==> src/rtl/lvds_word_serializer.sv <==
// lvds_word_serializer
//
// Serializes parallel frame words MSB first onto a single LVDS data lane
// (tx_a) together with a forwarded bit clock (clk_a). A one-word holding
// buffer decouples the upstream frame builder from the shifter, so a word
// that is waiting in the buffer goes out directly after the one in flight,
// with no idle bit between them.
//
// Each serial bit lasts DIV clk cycles. clk_a is low for the first half of
// the bit and high for the second half. Its rising edge therefore falls
// mid-bit, and tx_a only changes while clk_a is low.
//
// Optional feature (compile-time macro LVDS_IDLE_CLK_EN):
//   defined   - clk_a keeps toggling while idle. A new word is loaded only on
//               a bit-slot boundary of that free-running clock.
//   undefined - clk_a is held low while idle, and a buffered word is loaded
//               on the next edge.
//
// Ports:
//   clk        serializer clock; all logic runs on its rising edge
//   reset      asynchronous, active-high reset
//   in_data    word to send (WIDTH bits, MSB first on the line)
//   in_valid   in_data is valid
//   in_ready   holding buffer is empty; accept on in_valid & in_ready
//   tx_a       registered serial data
//   clk_a      registered forwarded bit clock
//   busy       shifter holds a word in flight
//   word_done  one-cycle pulse after the last bit of a word
//   word_cnt   completed-word counter, wraps 0xFFFF -> 0
module lvds_word_serializer #(
  parameter int WIDTH = 32,
  parameter int DIV   = 2
) (
  input  logic             clk,
  input  logic             reset,
  input  logic [WIDTH-1:0] in_data,
  input  logic             in_valid,
  output logic             in_ready,
  output logic             tx_a,
  output logic             clk_a,
  output logic             busy,
  output logic             word_done,
  output logic [15:0]      word_cnt
);

  localparam int BW = (WIDTH > 1) ? $clog2(WIDTH) : 1;
  localparam int PW = (DIV > 1) ? $clog2(DIV) : 1;
  localparam logic [BW-1:0] BIT_LAST = BW'(WIDTH - 1);
  localparam logic [PW-1:0] PH_LAST  = PW'(DIV - 1);
  localparam logic [PW-1:0] PH_HALF  = PW'(DIV / 2);

  typedef enum logic {IDLE, SHIFT} state_t;

  state_t           state_reg, state_next;
  logic [WIDTH-1:0] buf_reg, buf_next;
  logic             buf_full_reg, buf_full_next;
  logic [WIDTH-1:0] sh_reg, sh_next;
  logic [BW-1:0]    bit_reg, bit_next;
  logic [PW-1:0]    phase_reg, phase_next;
  logic             tx_reg, tx_next;
  logic             clk_a_reg, clk_a_next;
  logic             done_reg, done_next;
  logic [15:0]      cnt_reg, cnt_next;
  logic             accept;
  logic             load;
  logic             phase_wrap;

  // The buffer never accepts a word while it is full. A load into the
  // shifter always requires a full buffer, so accept and load can never
  // occur in the same cycle.
  assign in_ready   = ~buf_full_reg & ~reset;
  assign accept     = in_valid & in_ready;
  assign phase_wrap = (phase_reg == PH_LAST);

  assign tx_a      = tx_reg;
  assign clk_a     = clk_a_reg;
  assign busy      = (state_reg == SHIFT);
  assign word_done = done_reg;
  assign word_cnt  = cnt_reg;

  always_comb begin
    state_next    = state_reg;
    buf_next      = buf_reg;
    buf_full_next = buf_full_reg;
    sh_next       = sh_reg;
    bit_next      = bit_reg;
    phase_next    = phase_reg;
    tx_next       = tx_reg;
    done_next     = 1'b0;
    cnt_next      = cnt_reg;
    load          = 1'b0;

    case (state_reg)
      IDLE: begin
        tx_next = 1'b0;
`ifdef LVDS_IDLE_CLK_EN
        // Free-running phase: only load on a slot boundary so the first bit
        // lines up with the clock the receiver is already seeing.
        phase_next = phase_wrap ? '0 : phase_reg + 1'b1;
        load       = buf_full_reg & phase_wrap;
`else
        phase_next = '0;
        load       = buf_full_reg;
`endif
      end
      SHIFT: begin
        if (!phase_wrap) begin
          phase_next = phase_reg + 1'b1;
        end else if (bit_reg != BIT_LAST) begin
          phase_next = '0;
          bit_next   = bit_reg + 1'b1;
          sh_next    = sh_reg << 1;
          tx_next    = sh_reg[WIDTH-2];
        end else begin
          // End of the final bit period of the word.
          done_next = 1'b1;
          cnt_next  = cnt_reg + 16'd1;
          load      = buf_full_reg;
          if (!buf_full_reg) begin
            state_next = IDLE;
            tx_next    = 1'b0;
            phase_next = '0;
          end
        end
      end
      default: state_next = IDLE;
    endcase

    // Loading from the buffer is identical from IDLE and at the end of a word.
    // Reusing it at the end of a word is what makes back-to-back words seamless.
    if (load) begin
      state_next    = SHIFT;
      sh_next       = buf_reg;
      tx_next       = buf_reg[WIDTH-1];
      phase_next    = '0;
      bit_next      = '0;
      buf_full_next = 1'b0;
    end

    if (accept) begin
      buf_next      = in_data;
      buf_full_next = 1'b1;
    end

    // clk_a is registered from the upcoming phase, so it is aligned with
    // the registered tx_a.
`ifdef LVDS_IDLE_CLK_EN
    clk_a_next = (phase_next >= PH_HALF);
`else
    clk_a_next = (state_next == SHIFT) && (phase_next >= PH_HALF);
`endif
  end

  always_ff @(posedge clk or posedge reset) begin
    if (reset) begin
      state_reg    <= IDLE;
      buf_reg      <= '0;
      buf_full_reg <= 1'b0;
      sh_reg       <= '0;
      bit_reg      <= '0;
      phase_reg    <= '0;
      tx_reg       <= 1'b0;
      clk_a_reg    <= 1'b0;
      done_reg     <= 1'b0;
      cnt_reg      <= '0;
    end else begin
      state_reg    <= state_next;
      buf_reg      <= buf_next;
      buf_full_reg <= buf_full_next;
      sh_reg       <= sh_next;
      bit_reg      <= bit_next;
      phase_reg    <= phase_next;
      tx_reg       <= tx_next;
      clk_a_reg    <= clk_a_next;
      done_reg     <= done_next;
      cnt_reg      <= cnt_next;
    end
  end

endmodule
==> config.mk <==
export PLATFORM = sky130hd
export DESIGN_NAME = lvds_word_serializer
export DESIGN_NICKNAME = d
export VERILOG_FILES = /design/src/rtl/lvds_word_serializer.sv
export SDC_FILE = /design/constraint.sdc
export NUM_CORES = 1
export LEC_CHECK = 0
export BUFFER_PORTS_ARGS = -buffer_cell sky130_fd_sc_hd__clkbuf_2
export CORE_ASPECT_RATIO = 1.2
export CORE_MARGIN = 4
export CORE_UTILIZATION = 42
export DETAILED_ROUTE_END_ITERATION = 8
export HOLD_SLACK_MARGIN = 0.15
export RECOVER_POWER = 50
export SYNTH_ARGS = -nofsm -noshare
export SYNTH_HDL_FRONTEND = slang
export SYNTH_SLANG_ARGS = --single-unit
==> constraint.sdc <==
create_clock -name clk -period 6.8 [get_ports clk]
set_input_delay 1.36 -clock clk [delete_from_list [all_inputs] [get_ports clk]]
set_output_delay 1.36 -clock clk [all_outputs]
set_load 0.01 [all_outputs]
# Word-level counts from Yosys, hierarchy flattened
# Index checks and enable logic that the tools add are counted.
[word_totals] out_inout_bits=21 ram_bits=0 mem_count=0 mem_bits_ro=0 reg_bits=90 input_bits=35 latchBits=0
[op_classes] n_lt_le_gt_ge=1 n_reduce_logical=8 bitwise_logic=6 n_addsub=3 n_shift=0 n_div=0 multipliers=0 n_mux=30 eq_ne=3
[op_table] cell="2-to-1 mux 31 bit" count=4
[op_table] cell="2-to-1 mux 5 bit" count=4
[op_table] cell="2-to-1 mux 1 bit" count=19
[op_table] cell="adder 16 x 1 -> 16 bit (second input constant)" count=1
[op_table] cell="nonzero test 2 bit" count=4
[op_table] cell="case mux 1 bit (2 select lines)" count=3
[op_table] cell="AND reduction 3 bit" count=2
[op_table] cell="adder 5 x 1 -> 5 bit (second input constant)" count=1
[op_table] cell="inequality test 5 bit (second input constant)" count=1
[op_table] cell="inequality test 4 x 2 -> 1 bit (second input constant)" count=1
[op_table] cell="inverter 1 bit" count=4
[op_table] cell="inequality test 3 x 1 -> 1 bit (second input constant)" count=1
[op_table] cell="AND 1 bit" count=2
[op_table] cell="AND reduction 2 bit" count=1
[op_table] cell="adder 1 bit (second input constant)" count=1
[op_table] cell=">= comparator 1 bit (second input constant)" count=1
[op_table] cell="logical AND 1 bit" count=1

# Depth between registers and ports, before layout
# Gate-level depths: netlist of the first run.
[depth] depth_word=7 ltp_mapped=9 mapped_depth_nobuf=7

# Worst setup path before layout of the first run
# Ideal clock, no wire load.
[synth_path] path_kind="input to output" startpoint="input port reset" endpoint="output port in_ready" path_buffers=0 arrival_time_ps=1536 setup_slack_ps=3904 path_stages=1 cell_sequence="nor2_1"
[synth_between] elab_chain_cells=2
[synth_rtl] item="from (decl)" line_no="35" rtl="input logic reset,"
[synth_rtl] item="inverter 1 bit" line_no="71" rtl="assign in_ready = ~buf_full_reg & ~reset;"
[synth_rtl] item="AND 1 bit" line_no="71"
[synth_rtl] item="to (decl)" line_no="38" rtl="output logic in_ready,"
# No other way between the ends.

# Worst setup path in the final report of the first run
[layout_path] startpoint="input port reset" endpoint="register buf_reg[17]"
[layout_between] elab_chain_cells=3
[layout_rtl] item="inverter 1 bit" line_no="71"
[layout_rtl] item="AND 1 bit" line_no="71"
[layout_rtl] item="AND 1 bit" line_no="72" rtl="assign accept = in_valid & in_ready;"
[layout_rtl] item="to (signal assigned)" line_no="168" rtl="buf_reg <= buf_next;"
[layout_rtl] item="to (decl)" line_no="55" rtl="logic [WIDTH-1:0] buf_reg, buf_next;"
# No other way between the ends.
# A chain may end at the register's enable or synchronous reset.

==> impl_metrics.env, run 1 <==
export IMPL_maxCapViolations=2
export IMPL_worstSetupPathType="in -> reg"
export IMPL_multi_input_area_um2=1330
export IMPL_first_pass_iters=4
export IMPL_fmax_mhz=308
export IMPL_ios=56
export IMPL_layout_min_cycle_time_ns=3.25
export IMPL_numCtsBuffers=9
export IMPL_vias=2521
export IMPL_clk_latency_ns=0.34
export IMPL_antenna_found_initial=0
export IMPL_grt_max_degree=91
export IMPL_slew_headroom_pct=-21.9
export IMPL_grt_pass1_vias=2572
export IMPL_die_h_um=112
export IMPL_powerDensity_nw_per_um2=275
export IMPL_skew_ns=0.0100
export IMPL_path_clk_slew_ns=0.09
export IMPL_crit_slowest_cell="clkbuf_1"
export IMPL_ys_flop_type="dfrtp_1"
export IMPL_yosysSeqAreaShare_pct=60.1
export IMPL_routed_wl_mm=6.73
export IMPL_io_buffers=55
export IMPL_cp_data_arrival_time_ns=3.48
export IMPL_pre_cts_ws_ns=3.73
export IMPL_synth_seq_cells=90
export IMPL_routedWlPerCell_um=13.5
export IMPL_p_leak_nw=2.05
export IMPL_cts_tree="done"
export IMPL_slew_violations=69
export IMPL_drive_gt1_share_pct=27.4
export IMPL_rsz0062_at_grt="false"
export IMPL_crit_required_ns=7.03
export IMPL_num_rows=37
export IMPL_synth_top_area_share_pct=60.1
export IMPL_synth_edf_count=0
export IMPL_regArea_um2=2250
export IMPL_violations="max-capacitance violations, max-slew violations"
export IMPL_placed_cell_area_um2=4080
export IMPL_dp_final_hpwl_mm=4.33
export IMPL_synth_area_leader_cell="dfrtp_1"
export IMPL_cp_max_fo=33
export IMPL_yosys_warnings=0
export IMPL_die_w_um=94.3
export IMPL_cts_max_path_buffers=2
export IMPL_worstSetupStartpointType="primary input"
export IMPL_ir_worst_vdd_mv=0.141
export IMPL_tightestPinTransition_ns=1.83
export IMPL_crit_buf_inv=2
export IMPL_antennaDiodeCount=0
export IMPL_setup_viol=0
export IMPL_ant_nets=0
export IMPL_min_period_over_period_pct=47.8
export IMPL_cp_end_kind="flip-flop"
export IMPL_clkSinkCount=90
export IMPL_slowest_delay_ns=1.32
export IMPL_largest_register_ffs=32
export IMPL_outcome="finished with violations"
export IMPL_fp_coreArea_um2=8660
export IMPL_yosys_top_cells_area="dfrtp_1 (60%), mux2_2 (9.9%), a21oi_1 (6.8%)"
export IMPL_ys_types=33
export IMPL_drcViolationCount=0
export IMPL_n_fill_cell=830
export IMPL_holdBufCountCts=0
export IMPL_die_area_um2=10500
export IMPL_areaGrowthSynthToFinish_pct=13.6
export IMPL_ctsResizeCount=0
export IMPL_path_cells="clkbuf_1 > nor2_1 > and2_1 > clkbuf_1 > mux2_2"
export IMPL_path_common_cell="clkbuf_1"
export IMPL_cts_setup_buffers=0
export IMPL_synth_area_um2=3750
export IMPL_grt_usage_pct=13.8
export IMPL_grt_first_pass_wirelength_mm=11.7
export IMPL_htree_levels=3
export IMPL_fin_nets=416
export IMPL_final_area_um2=4260
export IMPL_drtIter0Drc=143
export IMPL_gp_congestion=0.702
export IMPL_layout_setup_ws_ns=3.55
export IMPL_clockRootBuffer="clkbuf_8"
export IMPL_crit_family="buffers and inverters"
export IMPL_via_per_inst=5.04
export IMPL_grt_overflow=0
export IMPL_initial_core_util_pct=43.3
export IMPL_final_setup_tns_ns=0
export IMPL_syn_area_per_cell_um2=11.5
export IMPL_netlist_instances=327
export IMPL_syn_nets=365
export IMPL_async_flop_share_pct=100
export IMPL_hold_path_class="reg -> reg"
export IMPL_hold_viol_final=0
## tightest hold or removal path: stages, from the launching register on
cell and delay (ns):
dfrtp_1 0.35, nand2_1 0.05, nand2_1 0.05
## cells in the mapped netlist, drive strengths merged, types with 2 or more instances
cell     n
a21oi   51
a222oi   6
a22o     3
and2     2
and3     4
buf     16
clkbuf   2
dfrtp   90
ha       3
inv     11
mux2    33
nand2   36
nand3    6
nand4    4
nor2    30
nor3     2
o21ai    2
xnor2   10
xor2     5
## cell families after synthesis
group	share of synthesized area, %
muxes	9.91
buffers and inverters	4.27
and+or+nand+nor	10.7
AOI/OAI and AO/OA	10.6
xor gates and xnor gates	3.50
adders and majority gates	1.00
DFF	60.1
## area by class of cell
class | instances | share of cell area (%)
flip-flops and latches | 90 | 52.9
multi-input cells | 208 | 31.2
repair buffers | 58 | 6.78
well taps | 117 | 3.44
clock buffers | 11 | 3.32
clock inverters | 5 | 1.41
inverters | 11 | 0.999
## per-layer routing
layer	vias to the layer above	routed length [um]	global-route usage, %
li1	1221	-	-
met1	1233	3030	17.6
met2	62	3210	22.5
met3	5	415	3.99
met4	0	72	4.62
met5	-	0	0
## cell usage in the layout (no fill, tap or decap), drive strengths merged
cell type  Yosys  layout
o21bai         1       1
a311oi         1       1
or2b           1       1
and3           4       4
a22o           3       3
mux2          33      33
nand3          6       6
nor2          30      30
nand2         36      36
o21ai          2       2
clkinvlp       0       2
a22oi          1       1
xnor2         10      10
a21oi         51      51
buf           16       2
or3            1       1
xor2           5       5
ha             3       3
or2            1       1
nor3           2       2
nor4           1       1
nor2b          1       1
and4           1       1
dfrtp         90      90
inv           11      12
and2           2       2
bufinv         0       1
a21bo          1       1
clkbuf         2      67
nand4          4       4
a222oi         6       6
o21a           1       1
clkinv         0       1
## final timing paths
check                           slack, ns  cells past startpoint         from     endpoint
worst max-delay path                 3.55                      5        reset  buf_reg[17]
worst min-delay path                 0.48                      2  buf_reg[31]         tx_a
worst max register to register       3.72                      7   bit_reg[0]   sh_reg[25]
worst min register to register       0.48                      2  buf_reg[31]         tx_a
max in group asynchronous            4.71                      3        reset   bit_reg[0]
min in group asynchronous            1.38                      3        reset  word_cnt[4]
## through the flow
step	cells	total power, mW	util [%]	hold slack [ns]
CTS	500	1.19	49.4	0.480
global route	500	1.24	49.2	0.504
floorplan	327	0.785	-	0.434
global placement	484	0.817	47.1	0.462
detailed placement	484	0.826	47.1	0.463
finish	500	1.17	49.2	0.476
## where the power goes
part	switching, mW	internal (mW)	total [mW]	leakage, nW
combinational	0.0389	0.0833	0.122	0.784
sequential	0.0521	0.634	0.686	1.17
clock	0.183	0.182	0.365	0.100
Note: power is estimated with default switching activity, not from simulation.
==> inputs of run 2 (changes only) <==
Settings changed: ABC_AREA from default to 1.
Clock period 6.8 ns to 2.7 ns, I/O delays scaled along.
==> run 2 against run 1 <==
Critical path depth increased by 5. Via count increased by 33%. Count of clock-buffer cells in the layout increased by 1. Hold slack got worse by 0.042 ns. First-iteration DRC count increased by 31%. Total power increased to 2.7 times the previous value. Combinational power increased to 2.7 times the previous value. Non-clock buffer count increased by 5. Clock skew decreased by 0.0040 ns. Worst setup slack got worse by 3.3 ns. Die area increased by 9.6%. Final cell count increased by 39%. The run now ends clean.
==> impl_metrics.env, run 2 <==
export IMPL_outcome="finished, final reports clean"
export IMPL_grt_overflow=0
export IMPL_slew_headroom_pct=11.4
export IMPL_fmax_mhz=415
export IMPL_synth_area_um2=4140
export IMPL_drtIter0Drc=188
export IMPL_ff2ff_path_depth=10
export IMPL_synth_seq_cells=90
export IMPL_synth_compound_area_share_pct=4.41
export IMPL_holdBufCountCts=0
export IMPL_numCtsBuffers=9
export IMPL_routed_wl_mm=8.64
export IMPL_ctsResizeCount=0
export IMPL_syn_area_per_cell_um2=8.05
export IMPL_ant_nets=0
export IMPL_path_clk_slew_ns=0.06
export IMPL_grt_first_pass_wirelength_mm=15.0
export IMPL_ios=56
export IMPL_skew_ns=0.00605
export IMPL_crit_required_ns=2.91
export IMPL_crit_start="bit_reg[0]"
export IMPL_layout_min_cycle_time_ns=2.41
export IMPL_grt_usage_pct=16.1
export IMPL_gp_congestion=0.804
export IMPL_via_per_inst=4.84
export IMPL_rr_endpoint="bit_reg[0]"
export IMPL_wl_met3_um=296
export IMPL_clockRootBuffer="clkbuf_16"
export IMPL_num_rows=39
export IMPL_antennaDiodeCount=0
export IMPL_syn_nets=552
export IMPL_worstSetupStartpointType="flip-flop"
export IMPL_fp_coreArea_um2=9560
export IMPL_die_h_um=117
export IMPL_synth_top_area_share_pct=54.4
export IMPL_yosys_top_cells_count="nand2_1 (164), dfrtp_1 (90), inv_1 (67), nand3_1 (46), nor2_1 (40)"
export IMPL_ff2ff_setup_slack_ns=0.29
export IMPL_hold_path_class="in -> reg"
export IMPL_setup_viol=0
export IMPL_drive_gt1_share_pct=13.7
export IMPL_path_cells="ha_1 > nand2_1 > nor2_1 > ha_1 > inv_1 > nand2_2 > a21oi_4 > inv_2 > nand2_1 > o21ai_0"
export IMPL_cts_max_path_buffers=2
export IMPL_rsz0062_at_grt="false"
export IMPL_cp_end_kind="flip-flop"
export IMPL_p_leak_nw=2.59
export IMPL_grt_pass1_vias=3264
export IMPL_die_area_um2=11500
export IMPL_htree_levels=3
export IMPL_crit_slowest_cell="a21oi_4"
export IMPL_vias=3360
export IMPL_dp_final_hpwl_mm=6.14
export IMPL_io_buffers=55
export IMPL_tightestPinTransition_ns=1.32
export IMPL_netlist_instances=514
export IMPL_top_layer_used="met4"
export IMPL_first_pass_iters=4
export IMPL_cp_data_arrival_time_ns=2.62
export IMPL_final_cell_mix="nand2_1 (164), dfrtp_1 (90), inv_1 (66)"
export IMPL_dr_wl_met2_mm=4.16
export IMPL_routedWlPerCell_um=12.5
export IMPL_yosys_top_cells_area="dfrtp_1 (54%), nand2_1 (15%), inv_1 (6.1%)"
export IMPL_layout_commonest_cell="nand2_1"
export IMPL_synthXorXnorAreaFrac_pct=1.27
export IMPL_layout_setup_ws_ns=0.288
export IMPL_pre_cts_ws_ns=0.303
export IMPL_areaGrowthSynthToFinish_pct=16.0
export IMPL_whs_path_depth=3
export IMPL_fin_nets=605
export IMPL_yosysSeqAreaShare_pct=54.4
export IMPL_yosysMostFrequentCell="nand2_1"
export IMPL_synth_fa_ha_area_share_pct=0.907
export IMPL_initial_core_util_pct=43.3
export IMPL_synth_area_mux_share_pct=0
export IMPL_ys_flop_type="dfrtp_1"
export IMPL_min_period_over_period_pct=89.3
export IMPL_antenna_found_initial=0
export IMPL_final_setup_tns_ns=0
export IMPL_async_flop_share_pct=100
export IMPL_synth_area_leader_cell="dfrtp_1"
export IMPL_drcViolationCount=0
export IMPL_cts_tree="done"
export IMPL_maxCapViolations=0
export IMPL_yosys_area_share_simple_pct=30.3
export IMPL_synth_top_family_by_area="simple AND/OR/NAND/NOR gates"
export IMPL_cp_endpoint="bit_reg[0]"
export IMPL_clkSinkCount=90
export IMPL_ys_types=22
export IMPL_synth_edf_count=0
export IMPL_slowest_delay_ns=0.43
export IMPL_cp_max_fo=35
export IMPL_hold_viol_final=0
export IMPL_ir_worst_vdd_mv=0.455
export IMPL_largest_register_ffs=32
export IMPL_die_w_um=98.6
export IMPL_yosys_warnings=0
export IMPL_route_layer_met1_wl_mm=4.09
export IMPL_grt_max_degree=47
export IMPL_clk_latency_ns=0.33
export IMPL_r2r_start="bit_reg[0]"
export IMPL_powerDensity_nw_per_um2=658
export IMPL_worstSetupPathType="reg -> reg"
export IMPL_slew_violations=0
export IMPL_cts_setup_buffers=0
-- run 2: cell count changes after synthesis, sizes merged, moves of 24 or more --
cell   before  now
a21oi      51   27
nand2      36  166
mux2       33    0
nand3       6   47
nand4       4   28
inv        11   70
-- run 2: cells by family after synthesis --
kind of cell	Yosys count
flops	90
compound gates	34
xor+xnor	6
simple gates	289
buf+inv	92
fa+ha+maj	3
-- run 2: where the power goes --
part	switching [mW]	leakage (nW)	internal [mW]	total, mW
logic	0.216	1.33	0.113	0.329
registers	0.0762	1.11	1.55	1.62
clock network	0.475	0.142	0.734	1.21
total	0.768	2.59	2.39	3.16
-- run 2: per-stage QoR --
| stage | hold slack [ns] | area [um2] | cells | util [%] | total power, mW |
|---|---|---|---|---|---|
| 2_1_floorplan | 0.442 | 4140 | 514 | - | 1.87 |
| 3_3_place_gp | 0.459 | 4550 | 679 | 47.6 | 1.97 |
| 3_5_place_dp | 0.460 | 4550 | 679 | 47.6 | 1.99 |
| 4_1_cts | 0.344 | 4840 | 694 | 50.6 | 3.22 |
| 5_1_grt | 0.443 | 4800 | 694 | 50.2 | 3.35 |
| 6_report | 0.434 | 4800 | 694 | 50.2 | 3.16 |
-- run 2: critical path, delay by kind of cell (launching register included) --
family | cells | cell delay [ns]
adder cells (fa/ha/maj) | 2 | 0.43
AO/OA/AOI/OAI | 2 | 0.52
buffers and inverters | 2 | 0.44
flip-flops | 1 | 0.42
AND/OR/NAND/NOR | 4 | 0.48
-- run 2: final cells by class --
type | instances | area (um2)
clock buffer | 12 | 246
clock inverter | 3 | 40.0
fill | 993 | 4760
inverter | 71 | 268
multi-input combinational | 332 | 1530
sequential | 90 | 2250
tap | 123 | 154
timing repair buffer | 63 | 317
-- run 2: worst min-delay path by stage --
stage	start	endpoint	slack, ns
finish	in_data[27]	buf_reg[27]	0.43
global route	in_data[25]	buf_reg[25]	0.44
CTS	reset	sh_reg[25]	0.34
detailed placement	buf_reg[27]	buf_reg[27]	0.46
global placement	buf_reg[26]	buf_reg[26]	0.46
floorplan	buf_reg[25]	buf_reg[25]	0.44
-- run 2: routing by layer --
layer  vias up  track usage [%]
met4         0             4.92
met1      1583             21.4
met3         6             3.58
li1       1720                -
met5         -                0
met2        51             26.5
==> inputs of run 3 (changes only) <==
Settings changed: CELL_PAD_IN_SITES_DETAIL_PLACEMENT from default to 1, CELL_PAD_IN_SITES_GLOBAL_PLACEMENT from default to 1, CORE_UTILIZATION 42 to 38, PLACE_DENSITY_LB_ADDON from default to 0.1, SLEW_MARGIN from default to 20.
==> run 3 against run 2 <==
Register-to-register slack better by 0.18 ns. First-iteration DRC count down 34%. Utilization shrank 4.2 points. Critical path type unchanged. Final cell count grew 1.0%. Non-clock buffer count is the same. Worst setup slack gained 0.18 ns. Total power increased by 5.5%. Highest routed layer unchanged. Hold slack lost 0.0073 ns. Critical path depth unchanged. Sequential cell count unchanged. Design area is 1.2% higher.
==> impl_metrics.env, run 3 (synthesis results as in run 2) <==
export IMPL_final_setup_tns_ns=0
export IMPL_cts_tree="done"
export IMPL_largest_register_ffs=32
export IMPL_grt_pass1_vias=3588
export IMPL_grt_max_degree=91
export IMPL_initial_core_util_pct=39.2
export IMPL_routedWlPerCell_um=14.0
export IMPL_final_area_um2=4860
export IMPL_crit_required_ns=2.90
export IMPL_cp_data_arrival_time_ns=2.43
export IMPL_die_h_um=122
export IMPL_layout_min_cycle_time_ns=2.23
export IMPL_gp_congestion=0.740
export IMPL_cp_max_fo=35
export IMPL_io_buffers=55
export IMPL_slew_headroom_pct=16.6
export IMPL_dp_final_hpwl_mm=6.61
export IMPL_grt_first_pass_wirelength_mm=16.8
export IMPL_ir_worst_vdd_mv=0.330
export IMPL_grt_usage_pct=16.8
export IMPL_fin_nets=605
export IMPL_power_mw=3.34
export IMPL_clk_latency_ns=0.34
export IMPL_drtIter0Drc=125
export IMPL_setup_viol=0
export IMPL_fmax_mhz=449
export IMPL_tightestPinTransition_ns=1.25
export IMPL_via_per_inst=4.94
export IMPL_routed_wl_mm=9.84
export IMPL_min_period_over_period_pct=82.6
export IMPL_die_area_um2=12600
export IMPL_worstSetupPathType="reg -> reg"
export IMPL_layout_commonest_cell="nand2_1"
export IMPL_ios=56
export IMPL_hold_viol_final=0
export IMPL_ctsResizeCount=0
export IMPL_maxCapViolations=0
export IMPL_skew_ns=0.00782
export IMPL_drive_gt1_share_pct=14.2
export IMPL_die_w_um=103
export IMPL_outcome="finished, final reports clean"
export IMPL_clkSinkCount=90
export IMPL_final_cell_mix="nand2_1 (164), dfrtp_1 (90), inv_1 (66)"
export IMPL_path_clk_slew_ns=0.07
export IMPL_ant_nets=0
export IMPL_vias=3462
export IMPL_cts_setup_buffers=0
export IMPL_p_leak_nw=2.61
export IMPL_areaGrowthSynthToFinish_pct=17.5
export IMPL_holdBufCountCts=0
export IMPL_fp_coreArea_um2=10600
export IMPL_antenna_found_initial=0
export IMPL_grt_overflow=0
export IMPL_placed_cell_area_um2=4560
export IMPL_antennaDiodeCount=0
export IMPL_clockRootBuffer="clkbuf_16"
export IMPL_hold_path_class="in -> reg"
export IMPL_cts_max_path_buffers=2
export IMPL_worstSetupStartpointType="flip-flop"
export IMPL_first_pass_iters=4
export IMPL_cp_end_kind="flip-flop"
export IMPL_finish_utilization_pct=46.0
export IMPL_drcViolationCount=0
export IMPL_num_rows=41
export IMPL_rsz0062_at_grt="false"
export IMPL_powerDensity_nw_per_um2=686
export IMPL_numCtsBuffers=9
export IMPL_htree_levels=3
export IMPL_slew_violations=0
[run 3: cell types whose count changed in the layout (fill, tap and decap cells not counted), sizes merged]
cell	before	now
buf	5	7
clkinv	3	2
inv	69	70
clkinvlp	1	3
clkbuf	70	66
bufinv	1	2
[run 3: stage by stage]
stage          hold slack (ns)  std cells  worst slack (ns)
5_1_grt                  0.441        701             0.232
4_1_cts                  0.394        701             0.436
3_3_place_gp             0.456        685             0.591
6_report                 0.427        701             0.471
2_1_floorplan            0.442        514             0.882
3_5_place_dp             0.463        685             0.457
[run 3: final cells by class]
| type | count | area [um2] |
|---|---|---|
| Fill cell | 1319 | 5700 |
| Sequential cell | 90 | 2250 |
| Multi-Input combinational cell | 332 | 1530 |
| Timing Repair Buffer | 63 | 324 |
| Inverter | 71 | 270 |
| Clock buffer | 10 | 239 |
| Tap cell | 129 | 161 |
| Clock inverter | 6 | 88.8 |
[run 3: worst max-delay path: stages (launching register included)]
cell and delay [ns]:
dfrtp_1 0.40, ha_1 0.19, nand2_1 0.07, nor2_1 0.11
ha_1 0.20, inv_1 0.08, nand2_2 0.09, buf_4 0.21
a21oi_4 0.07, inv_2 0.46, o21ai_0 0.20
[run 3: metal layers]
layer | GRT usage, % | vias up | wire length (um)
met2 | 28.1 | 53 | 4790
met4 | 6.72 | 0 | 188
met5 | 0 | - | 0
li1 | - | 1717 | -
met1 | 21.4 | 1678 | 4560
met3 | 2.90 | 14 | 308
[run 3: worst paths after layout]
| kind | startpoint | to | slack [ns] | cells after the start |
|---|---|---|---|---|
| setup / recovery | bit_reg[0] | bit_reg[3] | 0.47 | 10 |
| hold / removal | in_data[28] | buf_reg[28] | 0.43 | 3 |
| setup reg to reg | bit_reg[0] | bit_reg[3] | 0.47 | 10 |
| max in group asynchronous | reset | word_cnt[10] | 1.21 | 3 |
| hold reg to reg | buf_reg[28] | buf_reg[28] | 0.47 | 2 |
| min in group asynchronous | reset | buf_reg[25] | 0.71 | 3 |
[run 3: power by group]
| group | internal (mW) | switching [mW] |
|---|---|---|
| logic | 0.113 | 0.232 |
| registers | 1.55 | 0.0718 |
| clock network | 0.838 | 0.536 |
